--- config.mk ---
export PLATFORM = sky130hd
export DESIGN_NAME = uart_tx_flat
export DESIGN_NICKNAME = d
export VERILOG_FILES = /design/src/rtl/uart_tx_if.sv /design/src/rtl/uart_tx.sv /design/src/flat_wrapper.sv
export SDC_FILE = /design/constraint.sdc
export NUM_CORES = 1
export LEC_CHECK = 0
export CAP_MARGIN = 20
export CELL_PAD_IN_SITES_DETAIL_PLACEMENT = 1
export CELL_PAD_IN_SITES_GLOBAL_PLACEMENT = 1
export CORE_MARGIN = 5
export CORE_UTILIZATION = 39
export CTS_BUF_LIST = sky130_fd_sc_hd__clkbuf_4
export CTS_CLUSTER_SIZE = 12
export DETAILED_ROUTE_END_ITERATION = 7
export PLACE_DENSITY_LB_ADDON = 0.1
export SYNTH_ARGS = -nofsm -noshare
export SYNTH_HDL_FRONTEND = slang
export SYNTH_SLANG_ARGS = --single-unit
--- constraint.sdc ---
create_clock -name clk -period 1.6 [get_ports clk]
set_input_delay 0.16 -clock clk [delete_from_list [all_inputs] [get_ports clk]]
set_output_delay 0.16 -clock clk [all_outputs]
set_load 0.01 [all_outputs]
--- src/rtl/uart_tx_if.sv ---
// Interface bundling the uart_tx handshake, tick input and serial outputs.
// The master side drives tick/tx_start/data_in; the slave (uart_tx) drives the line.
interface uart_tx_if #(
  parameter int N = 8
);
  logic         tick;
  logic         tx_start;
  logic [N-1:0] data_in;
  logic         tx;
  logic         tx_busy;
  logic         tx_done;

  modport master (
    output tick, tx_start, data_in,
    input  tx, tx_busy, tx_done
  );

  modport slave (
    input  tick, tx_start, data_in,
    output tx, tx_busy, tx_done
  );
endinterface

--- src/rtl/uart_tx.sv ---
// UART transmitter: start bit, N data bits LSB-first, optional parity, M stop bits.
// Bit timing counts pulses of a SB_TICK x baud tick; all outputs are registered, so
// the line follows the FSM state with one clock of latency.
module uart_tx #(
  parameter int N          = 8,
  parameter int M          = 1,
  parameter int PARITY_EN  = 0,
  parameter int PARITY_ODD = 0,
  parameter int SB_TICK    = 16
) (
  input  logic    clk,
  input  logic    reset,
  uart_tx_if.slave bus
);

  localparam int ST = M * SB_TICK;
  localparam int SW = (ST > 1) ? $clog2(ST) : 1;
  localparam int NW = (N > 1) ? $clog2(N) : 1;
  localparam logic [SW-1:0] S_BIT  = SW'(SB_TICK - 1);
  localparam logic [SW-1:0] S_STOP = SW'(ST - 1);
  localparam logic [NW-1:0] N_LAST = NW'(N - 1);

  typedef enum logic [2:0] {IDLE, START, DATA, PARITY, STOP} state_t;

  state_t         state_q, state_d;
  logic [SW-1:0]  s_q, s_d;
  logic [NW-1:0]  n_q, n_d;
  logic [N-1:0]   shreg_q, shreg_d;
  logic           par_q, par_d;
  logic           tx_q, tx_d;
  logic           busy_q, busy_d;
  logic           done_q, done_d;

  // State, counters, shift register and registered outputs.
  always_ff @(posedge clk) begin
    if (!reset) begin
      state_q <= IDLE;
      s_q     <= '0;
      n_q     <= '0;
      shreg_q <= '0;
      par_q   <= 1'b0;
      tx_q    <= 1'b1;
      busy_q  <= 1'b0;
      done_q  <= 1'b0;
    end else begin
      state_q <= state_d;
      s_q     <= s_d;
      n_q     <= n_d;
      shreg_q <= shreg_d;
      par_q   <= par_d;
      tx_q    <= tx_d;
      busy_q  <= busy_d;
      done_q  <= done_d;
    end
  end

  // Next-state and next-output logic; the line level is taken from the current state.
  always_comb begin
    state_d = state_q;
    s_d     = s_q;
    n_d     = n_q;
    shreg_d = shreg_q;
    par_d   = par_q;
    tx_d    = 1'b1;
    busy_d  = 1'b0;
    done_d  = 1'b0;
    case (state_q)
      IDLE: begin
        // A tick in the accepting cycle is deliberately not counted.
        if (bus.tx_start) begin
          shreg_d = bus.data_in;
          par_d   = (PARITY_ODD != 0) ? ~^bus.data_in : ^bus.data_in;
          s_d     = '0;
          n_d     = '0;
          state_d = START;
        end
      end
      START: begin
        tx_d   = 1'b0;
        busy_d = 1'b1;
        if (bus.tick) begin
          if (s_q == S_BIT) begin
            s_d     = '0;
            n_d     = '0;
            state_d = DATA;
          end else begin
            s_d = s_q + SW'(1);
          end
        end
      end
      DATA: begin
        tx_d   = shreg_q[0];
        busy_d = 1'b1;
        if (bus.tick) begin
          if (s_q == S_BIT) begin
            s_d     = '0;
            shreg_d = shreg_q >> 1;
            if (n_q == N_LAST) begin
              state_d = (PARITY_EN != 0) ? PARITY : STOP;
            end else begin
              n_d = n_q + NW'(1);
            end
          end else begin
            s_d = s_q + SW'(1);
          end
        end
      end
      PARITY: begin
        tx_d   = par_q;
        busy_d = 1'b1;
        if (bus.tick) begin
          if (s_q == S_BIT) begin
            s_d     = '0;
            state_d = STOP;
          end else begin
            s_d = s_q + SW'(1);
          end
        end
      end
      STOP: begin
        tx_d   = 1'b1;
        busy_d = 1'b1;
        if (bus.tick) begin
          if (s_q == S_STOP) begin
            s_d     = '0;
            busy_d  = 1'b0;
            done_d  = 1'b1;
            state_d = IDLE;
          end else begin
            s_d = s_q + SW'(1);
          end
        end
      end
      default: state_d = IDLE;
    endcase
  end

  assign bus.tx      = tx_q;
  assign bus.tx_busy = busy_q;
  assign bus.tx_done = done_q;

endmodule

--- src/flat_wrapper.sv ---
// flat-port wrapper written by rule: the top's interface ports become plain ports
module uart_tx_flat 
#(
  parameter int N          = 8,
  parameter int M          = 1,
  parameter int PARITY_EN  = 0,
  parameter int PARITY_ODD = 0,
  parameter int SB_TICK    = 16
)
  (clk, reset, bus_tick, bus_tx_start, bus_data_in, bus_tx, bus_tx_busy, bus_tx_done);
  uart_tx_if #(.N(N)) bus_i ();
  input  logic clk;
  input  logic reset;
  input wire logic [$bits(bus_i.tick)-1:0] bus_tick;
  input wire logic [$bits(bus_i.tx_start)-1:0] bus_tx_start;
  input wire logic [$bits(bus_i.data_in)-1:0] bus_data_in;
  output wire logic [$bits(bus_i.tx)-1:0] bus_tx;
  output wire logic [$bits(bus_i.tx_busy)-1:0] bus_tx_busy;
  output wire logic [$bits(bus_i.tx_done)-1:0] bus_tx_done;
  assign bus_i.tick = bus_tick;
  assign bus_i.tx_start = bus_tx_start;
  assign bus_i.data_in = bus_data_in;
  assign bus_tx = bus_i.tx;
  assign bus_tx_busy = bus_i.tx_busy;
  assign bus_tx_done = bus_i.tx_done;
  uart_tx #(.N(N), .M(M), .PARITY_EN(PARITY_EN), .PARITY_ODD(PARITY_ODD), .SB_TICK(SB_TICK)) u_core (.clk(clk), .reset(reset), .bus(bus_i));
endmodule
==> results of run 1 <==
cell families after synthesis:
kind of cell    Yosys count
flops                    22
xor+xnor                  8
mux                      10
fa+ha+maj                 4
compound gates           37
buf+inv                  14
simple gates             35
report_power, final:
| part | total (W) | internal, W | switching [W] | leakage, nW |
|---|---|---|---|---|
| registers | 0.000592 | 0.000575 | 0.0000168 | 0.182 |
| clock network | 0.000254 | 0.0000879 | 0.000166 | 0.0138 |
| logic | 0.000221 | 0.000114 | 0.000108 | 0.360 |
cell usage after synthesis, types with 2 or more instances:
master    count
a211o_1       3
a211oi_1      7
a21o_1        2
a21oi_1      13
a31oi_1       2
and2_1        2
and3_1        2
buf_2         4
clkbuf_1      4
dfxtp_1      22
ha_1          3
inv_1         5
mux2i_1      10
nand2_1       8
nand2b_1      3
nand3_1       4
nand4_1       2
nor2_1        6
nor3b_1       2
o21ai_0       4
xnor2_1       7
state kept, by name, summed over array words and instances, names as in the netlist:
name	flops
u_core.bus.tx	1
u_core.n_q	3
u_core.s_q	4
u_core.shreg_q	8
u_core.bus.tx_done	1
u_core.state_q	3
u_core.bus.tx_busy	1
u_core.par_q	1
cell type report:
class,instances,area share (%)
tap,33,2.69
multi-input combinational,94,47.8
clock buffer,3,1.46
timing repair buffer,32,17.9
sequential,22,29.0
inverter,5,1.22
tightest hold or removal path: stages, from the launching register on:
cell	delay, ps
dfxtp_1	330
nand2_1	50
o21ai_0	60
what timing repair did:
item	in CTS	in global routing
resized for setup	10	3
setup buffers	0	3
setup endpoints to repair	6	5
pin swaps	1	3
per-stage QoR:
step                setup WS, ps  cell area, um^2  total power (W)
floorplan                   20.4             1190         0.000735
CTS                        -12.6             1500          0.00108
detailed placement          -108             1440         0.000816
global route               -31.3             1540          0.00113
finish                      23.6             1540          0.00107
global placement           -49.2             1440         0.000810
per-layer routing:
| layer | up-vias | wire [um] |
|---|---|---|
| met4 | 0 | 31 |
| li1 | 521 | - |
| met2 | 13 | 1420 |
| met3 | 4 | 71 |
| met1 | 509 | 1410 |
| met5 | - | 0 |
how the worst max path moves through the flow:
stage                     slack, ps  cells after the start                             end
after global placement          -50                      5  u_core.shreg_q[5]$_SDFFE_PN0P_
after CTS                       -10                      5      u_core.n_q[1]$_SDFFE_PN0P_
after floorplan                  20                      5      u_core.n_q[0]$_SDFFE_PN0P_
final                            20                      5      u_core.n_q[2]$_SDFFE_PN0P_
after global routing            -30                      5      u_core.n_q[2]$_SDFFE_PN0P_
after detailed placement       -110                      5      u_core.n_q[1]$_SDFFE_PN0P_
==> metrics.md, run 1 <==
| Metric | Value |
|---|---|
| Status | `completed` |
| Adder-cell share of the synthesized area | `under 10%` |
| DR pass1 iterations | `4` |
| Hold_ws | `471 ps` |
| Worst hold stages | `2` |
| Die ar. | `4260 um^2` |
| Gate Count Post-Synth | `130` |
| Leakage | `0.556 nW` |
| Buf/Inv on CP | `0` |
| #FFs+latches synth | `22` |
| Met3 GRT Util | `about 2.2%` |
| # fillers | `355` |
| GR peak layer | `met2` |
| Synthesis warning total | `0` |
| Mapped Avg Cell Area | `9.15 um^2` |
| Worst slew pin tran | `approximately 490 ps` |
| Crit path capture type | `register` |
| Area occupied by registers | `approximately 450 um^2` |
| Post-layout min period | `1580 ps` |
| Final Util | `~52%` |
| Input/output buffers | `14` |
| Antenna Cells | `0` |
| H-tree Lvls | `1` |
| Synth Area in Compound Gates | `a little over a fifth` |
| Final Max Tran Viols | `0` |
| Post-synth ARST share | `0%` |
| Slack of the worst reg-to-reg path | `between 20 and 25 ps` |
| Critical Path Source | `u_core.s_q[1]$_SDFFE_PN0P_` |
| Post-Route WL | `slightly below 3 mm` |
| R2R Path Start | `u_core.s_q[1]$_SDFFE_PN0P_` |
| Root Buffer | `clkbuf_4` |
| Hold buffers post-CTS | `0` |
| Net count, final | `173` |
| Routability-driven placement congestion ratio | `0.785` |
| Placed Instances | `183` |
| CTS tree | `done` |
| Final setup TNS | `0 ps` |
| Clock Skew | `approximately 11 ps` |
| Relative slew slack | `67.3%` |
| Core outline area | `between 2000 and 3000 um^2` |
| Synth Area in XOR/XNOR | `6.52%` |
| CP Class | `reg -> reg` |
| Synth top area cells | `dfxtp_1 37%, mux2i_1 8.4%, a21oi_1 5.5%, xnor2_1 5.2%, a211oi_1 4.4%` |
| WP data arrival | `1810 ps` |
| Crit Path Max Fanout | `4` |
| Max cap viols | `0` |
| Unrepaired setup endpoints after global routing | `true` |
| Share of layout cells above drive strength 1 | `about a quarter` |
| Worst path top cell family by delay | `adder cells` |
| Slowest stage cell on the critical path | `dfxtp_2` |
| Total track usage | `between 10% and 20%` |
| Die H | `roughly 65 um` |
| Starting density of the core | `40.0%` |
| GRT met2 Usage | `between 20 and 25%` |
| Synthesized Nets | `between 100 and 150` |
| Later-pin clock latency in the skew report | `around 310 ps` |
| Part of the cycle the worst path needs | `a little over nine tenths` |
| Post-synthesis cell area | `approximately 1200 um^2` |
| Most frequent cells in the layout | `18 x buf_4, 18 x dfxtp_1, 14 x clkdlybuf4s50_1, 13 x a21oi_1, 10 x mux2i_1` |
| DRC violations left | `0` |
| Hold Fails Final Rpt | `0` |
| Number of global-route vias before repair | `between 1000 and 1500` |
| Top cell type's share of synthesized area | `roughly 37%` |
| CTS Buffer Depth | `2` |
| First-pass GRT wire length | `roughly 4.7 mm` |
| Multi-input logic area | `734 um^2` |
| Vias | `~1000` |
| I/O pins | `15` |
| Synth area leader | `dfxtp_1` |
| R2R Path End | `u_core.n_q[2]$_SDFFE_PN0P_` |
| Power density over the cells | `just under 700 nW/um^2` |
| Final setup viols | `0` |
| Seq/Total Area, Yosys | `a little under two fifths` |
| Dpl hpwl | `2.07 mm` |
| Largest net degree at the start of global routing | `14` |
| Die width | `65.2 um` |
| Reg clk slew, reported paths | `about 130 ps` |
| Dominant synthesized flop cell | `dfxtp_1` |
| Routed WL per cell | `around 16 um` |
| CTS Sinks | `22` |
| Multiplexer share of the synthesized area | `approximately 8.4%` |
| Finished Layout Cells | `189` |
| Hold EP | `u_core.shreg_q[7]$_SDFFE_PN0P_` |
| Via/cell ratio | `5.54` |
| CP Cell Sequence | `ha_4 > nand3_2 > maj3_2 > a311oi_4 > mux2i_1` |
| Grt ovf | `0` |
| Main combinational cell family by area after synthesis | `compound AO/OA/AOI/OAI gates` |
| Area delta synth->final | `29.2%` |
| Hold_sp | `u_core.shreg_q[7]$_SDFFE_PN0P_` |
| Worst path max stage delay | `around 380 ps` |
| Max VDD drop | `between 300 and 400 uV` |
| CTS buffer count | `3` |
| Hold crit path type | `reg -> reg` |
| Number of routed nets with antenna violations | `0` |
| Standard-cell row count | `20` |
| GRT met1 Usage | `18.3%` |
| Simple-gate share of the synthesized area | `16.4%` |
| Max frequency | `around 630 MHz` |
| Data required, critical path | `about 1800 ps` |
| EDFF count, synth | `0` |
| R2r worst-path depth | `5` |
| CP startpoint kind | `register` |
| Initial antenna violation count | `0` |
| Yosys cell types | `36` |
| Initial drt markers | `54` |
(Power assumes the default switching activity.)
==> run 2, diff against run 1 <==
- SKIP_LAST_GASP: unset -> 1
==> run 2 against run 1 <==
Compared with the run above:
- count of clock-buffer cells in the layout stayed put
- combinational power hardly changed
- flip-flop and latch count unchanged
- first-iteration DRC count shrank 15%
- fmax decreased by 0.23%
- clock skew up 2.3 ps
- die area is the same
- worst setup slack worse by 3.7 ps
- total power grew 0.12%
- clock power hardly changed
- via count fell by 0.86%
- register-to-register slack hardly changed
==> metrics.md, run 2 (same netlist as run 1, synthesis figures left out) <==
| Metric | Value |
|---|---|
| Status | `completed` |
| Initial drt markers | `46 (-15%)` |
| Hold_ws | `471 ps (+0.00200 ps)` |
| I/O pins | `15 (unchanged)` |
| Max VDD drop | `326 uV (about the same)` |
| Total track usage | `14.3% (unchanged)` |
| CTS Sinks | `22 (unchanged)` |
| Sw power | `0.000293 W (+0.65%)` |
| PnR worst setup slack | `20.0 ps (-3.66 ps)` |
| Max reg flops | `8 (unchanged)` |
| Unrepaired setup endpoints after global routing | `true` |
| Largest regs | `u_core.shreg_q: 8 flops, u_core.s_q: 4 flops` |
| Number of routed nets with antenna violations | `0 (unchanged)` |
| Placed Instances | `183 (unchanged)` |
| Hold Fails Final Rpt | `0 (unchanged)` |
| Worst path max stage delay | `380 ps (about the same)` |
| Hold buffers post-CTS | `0 (unchanged)` |
| Largest net degree at the start of global routing | `14 (unchanged)` |
| Worst slack, placed | `-108 ps (unchanged)` |
| Standard-cell row count | `20 (unchanged)` |
| DRC violations left | `0 (unchanged)` |
| CTS buffer count | `3 (unchanged)` |
| Number of global-route vias before repair | `1022 (unchanged)` |
| Top reg by flops | `u_core.shreg_q` |
| Max cap viols | `0 (unchanged)` |
| Root Buffer | `clkbuf_4` |
| Multi-input logic area | `729 um^2 (-0.68%)` |
| Slowest stage cell on the critical path | `dfxtp_2` |
| Crit Path Max Fanout | `4 (unchanged)` |
| Logic pwr share | `20.5% (-0.2 points)` |
| Most frequent cells in the layout | `18 x buf_4, 18 x dfxtp_1, 14 x clkdlybuf4s50_1, 13 x a21oi_1, 10 x mux2i_1` |
| Starting density of the core | `40.0% (unchanged)` |
| Max frequency | `633 MHz (-0.23%)` |
| Core outline area | `2980 um^2 (unchanged)` |
| CP Class | `reg -> reg` |
| CP Cell Sequence | `ha_4 > nand3_2 > maj3_2 > a311oi_4 > mux2i_1` |
| Final Max Tran Viols | `0 (unchanged)` |
| Die ar. | `4260 um^2 (unchanged)` |
| DR pass1 iterations | `4 (unchanged)` |
| Data required, critical path | `1840 ps (about the same)` |
| Reg clk slew, reported paths | `130 ps (about the same)` |
| Area occupied by registers | `445 um^2 (unchanged)` |
| Relative slew slack | `67.5% (+0.23 points)` |
| Overall power | `0.00107 W (+0.12%)` |
| Finished Layout Cells | `189 (unchanged)` |
| Post-layout min period | `1580 ps (+3.66 ps)` |
| Die H | `65.2 um (unchanged)` |
| CTS tree | `done` |
| H-tree Lvls | `1 (unchanged)` |
| Routed WL per cell | `15.5 um (+0.14%)` |
| Later-pin clock latency in the skew report | `310 ps (about the same)` |
| Area delta synth->final | `28.8%` |
| Antenna Cells | `0 (unchanged)` |
| Part of the cycle the worst path needs | `98.8% (+0.23 points)` |
| # fillers | `355 (unchanged)` |
| Routability-driven placement congestion ratio | `0.785 (unchanged)` |
| CP startpoint kind | `register` |
| Input/output buffers | `14 (unchanged)` |
| Net count, final | `173 (unchanged)` |
| Die width | `65.2 um (unchanged)` |
| Leakage | `0.555 nW (-0.16%)` |
| Hold crit path type | `reg -> reg` |
| Power density over the cells | `697 nW/um^2 (+0.45%)` |
| Via/cell ratio | `5.49 (-0.86%)` |
| First-pass GRT wire length | `4.66 mm (unchanged)` |
| Reg power frac | `55.4% (about the same)` |
| Initial antenna violation count | `0 (unchanged)` |
| WP data arrival | `1820 ps (about the same)` |
| Dpl hpwl | `2.07 mm (unchanged)` |
| Post-Route WL | `2.94 mm (+0.14%)` |
| Clk pwr share | `24.1% (+0.3 points)` |
| Grt ovf | `0 (unchanged)` |
| CTS Buffer Depth | `2 (unchanged)` |
| Worst slew pin tran | `487 ps (-3.41 ps)` |
| Vias | `1038 (-0.86%)` |
| Final setup viols | `0 (unchanged)` |
| Switch share | `27.4% (+0.14 points)` |
| Crit path capture type | `register` |
| Final Util | `51.5% (-0.17 points)` |
| Share of layout cells above drive strength 1 | `23.7% (-0.64 points)` |
| Clock Skew | `13.7 ps (+2.32 ps)` |
| P_int | `0.000776 W (about the same)` |
run 2: worst paths after layout:
kind / startpoint / to / slack (ps) / cells after the start
worst max-delay path: u_core.s_q[1]$_SDFFE_PN0P_ / u_core.n_q[2]$_SDFFE_PN0P_ / 20 / 5
worst min-delay path: u_core.shreg_q[7]$_SDFFE_PN0P_ / u_core.shreg_q[7]$_SDFFE_PN0P_ / 470 / 2
worst max register to register: u_core.s_q[1]$_SDFFE_PN0P_ / u_core.n_q[2]$_SDFFE_PN0P_ / 20 / 5
worst min register to register: u_core.shreg_q[7]$_SDFFE_PN0P_ / u_core.shreg_q[7]$_SDFFE_PN0P_ / 470 / 2
run 2: area by class of cell:
type	instances	share of cell area [%]
multi-input cells	94	47.6
flip-flops and latches	22	29.1
repair buffers	32	18.0
well taps	33	2.69
clock buffers	3	1.47
inverters	5	1.22
run 2: worst max-delay path: cells and delay by family (launching register included):
kind                     cells  cell delay, ps
AO/OA/AOI/OAI                1             320
adder cells (fa/ha/maj)      2             490
flip-flops                   1             380
multiplexers                 1             230
AND/OR/NAND/NOR              1              90
run 2: per-layer routing:
layer  track usage (%)  up-vias  share of wire (%)
met5                 0        -                  0
met4              4.66        0                1.1
met3              2.22        4                2.5
met2              24.3       15                 48
met1              18.3      499                 48
li1                  -      520                  -
run 2: power by group through the flow:
stage	registers (W)	logic [W]	clock network (W)
floorplan	0.000598	0.000137	0
global placement	0.000602	0.000207	0
detailed placement	0.000603	0.000213	0
CTS	0.000593	0.000215	0.000268
global route	0.000596	0.000242	0.000287
finish	0.000592	0.000220	0.000257
run 2: what timing repair did:
action	in CTS	in global routing
setup endpoints to repair	6	5
gates resized for setup	10	2
pin swaps	1	3
setup buffers	0	3
run 2: through the flow:
stage | TNS [ps] | cell area (um^2)
after floorplan | 0 | 1190
after global placement | -289 | 1440
after detailed placement | -725 | 1440
after CTS | -19.6 | 1500
after global routing | -145 | 1530
final | 0 | 1530
==> run 3, diff against run 2 <==
- CAP_MARGIN: 20 -> unset
- CTS_CLUSTER_DIAMETER: unset -> 150
- REMOVE_ABC_BUFFERS: unset -> 1
==> run 3 against run 2 <==
Compared with the run above:
- first-iteration DRC count is 17% higher
- flip-flop and latch count stayed put
- combinational power is essentially flat
- clock power grew 73%
- wire length increased by 7.1%
- critical path depth did not move
- fmax up 2.0%
- die area unchanged
- design area rose by 0.65%
- final cell count down 1.6%
- sequential share of layout area increased by 0.055 points
- global-route usage up 1.7 points
- largest power group unchanged
==> metrics.md, run 3 (same netlist as run 1, synthesis figures left out) <==
| Metric | Value |
|---|---|
| First-pass GRT wire length | `5.24 mm (+12%)` |
| CTS buffer count | `3 (unchanged)` |
| Most common cell after layout, fill and taps aside | `dfxtp_1` |
| Worst path max stage delay | `380 ps (about the same)` |
| CTS Buffer Depth | `2 (unchanged)` |
| CTS tree | `done` |
| I/O pins | `15 (unchanged)` |
| Initial drt markers | `54 (+17%)` |
| Top reg by flops | `u_core.shreg_q` |
| Die H | `65.2 um (unchanged)` |
| Unrepaired setup endpoints after global routing | `true` |
| Buf/Inv on CP | `0 (unchanged)` |
| Reg clk slew, reported paths | `130 ps (about the same)` |
| Dpl hpwl | `2.19 mm (+5.8%)` |
| CP startpoint kind | `register` |
| Hold buffers post-CTS | `0 (unchanged)` |
| Area delta synth->final | `29.7%` |
| Crit path capture type | `register` |
| CTS Sinks | `22 (unchanged)` |
| CP Cell Sequence | `ha_4 > nand3_2 > maj3_2 > a311oi_4 > mux2i_1` |
| Data required, critical path | `1860 ps (+20 ps)` |
| Largest net degree at the start of global routing | `14 (unchanged)` |
| Number of global-route vias before repair | `1150 (+13%)` |
| DR pass1 iterations | `7 (+3)` |
| Standard-cell row count | `20 (unchanged)` |
| Clock Skew | `1.87 ps (-11.9 ps)` |
| Die width | `65.2 um (unchanged)` |
| CP Class | `reg -> reg` |
| Max reg flops | `8 (unchanged)` |
| Routability-driven placement congestion ratio | `0.787 (+0.27%)` |
| H-tree Lvls | `1 (unchanged)` |
| Number of routed nets with antenna violations | `0 (unchanged)` |
| Core outline area | `2980 um^2 (unchanged)` |
| Overall power | `0.00126 W (+18%)` |
| Worst slew pin tran | `505 ps (+17.9 ps)` |
| Starting density of the core | `40.0% (unchanged)` |
| Grt ovf | `0 (unchanged)` |
| DRC violations left | `0 (unchanged)` |
| Vias | `1032 (-0.58%)` |
| Leakage | `0.551 nW (-0.82%)` |
| Input/output buffers | `14 (unchanged)` |
| Max cap viols | `0 (unchanged)` |
| Max VDD drop | `506 uV (+55%)` |
| Final setup TNS | `0 ps (unchanged)` |
| Via/cell ratio | `5.55 (+1.0%)` |
| Power density over the cells | `814 nW/um^2 (+17%)` |
| Final setup viols | `0 (unchanged)` |
| Share of layout cells above drive strength 1 | `23.5% (-0.19 points)` |
| Worst path top cell family by delay | `adder cells` |
| Hold crit path type | `reg -> reg` |
| Initial antenna violation count | `0 (unchanged)` |
| Slowest stage cell on the critical path | `dfxtp_2` |
| Final Util | `51.8% (+0.34 points)` |
| Post-layout min period | `1550 ps (-31.1 ps)` |
| Antenna Cells | `0 (unchanged)` |
| Post-Route WL | `3.15 mm (+7.1%)` |
| Relative slew slack | `66.3% (-1.2 points)` |
| Final Max Tran Viols | `0 (unchanged)` |
| Routed WL per cell | `16.9 um (+8.8%)` |
| Max frequency | `646 MHz (+2.0%)` |
| Hold Fails Final Rpt | `0 (unchanged)` |
| Root Buffer | `clkbuf_4` |
| Most frequent cells in the layout | `15 x dfxtp_1, 14 x clkdlybuf4s50_1, 14 x buf_4, 13 x a21oi_1, 10 x mux2i_1` |
| Crit Path Max Fanout | `4 (unchanged)` |
| Largest regs | `u_core.shreg_q: 8 flops, u_core.s_q: 4 flops` |
| Net count, final | `169 (-2.3%)` |
| Die ar. | `4260 um^2 (unchanged)` |
| Later-pin clock latency in the skew report | `320 ps (about the same)` |
| Status | `completed` |
| WP data arrival | `1810 ps (about the same)` |
| Total track usage | `16.0% (+1.7 points)` |
| Part of the cycle the worst path needs | `96.8% (-1.9 points)` |
-- run 3: final cells by class --
class	count	area, um^2
fillers	351	1440
multi-input cells	94	736
flip-flops and latches	22	449
repair buffers	28	245
well taps	33	41.3
clock inverters	1	30.0
clock buffers	3	22.5
inverters	5	18.8
-- run 3: routing by layer --
layer | global-route usage, % | vias to the layer above | share of wire (%)
met5 | 0 | - | 0
met4 | 1.55 | 0 | 0
met3 | 4.79 | 0 | 2.7
met2 | 30.2 | 15 | 51
met1 | 18.1 | 505 | 46
li1 | - | 512 | -
-- run 3: final timing paths --
check	slack, ps	from	cells past startpoint	end
worst min register to register	490	u_core.shreg_q[7]$_SDFFE_PN0P_	2	u_core.shreg_q[7]$_SDFFE_PN0P_
worst max register to register	50	u_core.s_q[1]$_SDFFE_PN0P_	5	u_core.n_q[1]$_SDFFE_PN0P_
worst max-delay path	50	u_core.s_q[1]$_SDFFE_PN0P_	5	u_core.n_q[1]$_SDFFE_PN0P_
worst min-delay path	490	u_core.shreg_q[7]$_SDFFE_PN0P_	2	u_core.shreg_q[7]$_SDFFE_PN0P_
-- run 3: worst reg2reg max path: stages, from the launching register on --
cell	delay [ps]
dfxtp_2	380
ha_4	150
nand3_2	80
maj3_2	330
a311oi_4	330
mux2i_1	220
-- run 3: where the power goes --
part | total [W] | switching (W) | leakage [nW] | internal (W)
Sequential | 0.000595 | 0.0000194 | 0.183 | 0.000576
Combinational | 0.000217 | 0.000108 | 0.339 | 0.000109
Clock | 0.000444 | 0.000190 | 0.0279 | 0.000253
-- run 3: timing repair --
action	CTS	global route
resized for setup	10	5
setup endpoints to repair	7	6
setup buffers	1	0
cloned	0	0
pin swaps	1	4
-- run 3: stage by stage --
step	instances	instance area [um^2]	hold slack (ps)	setup slack, ps
global route	186	1540	505	-28.0
finish	186	1540	487	51.1
CTS	186	1520	489	1.22
detailed placement	181	1420	464	-113
global placement	181	1420	449	-57.1
floorplan	121	1140	278	-22.6
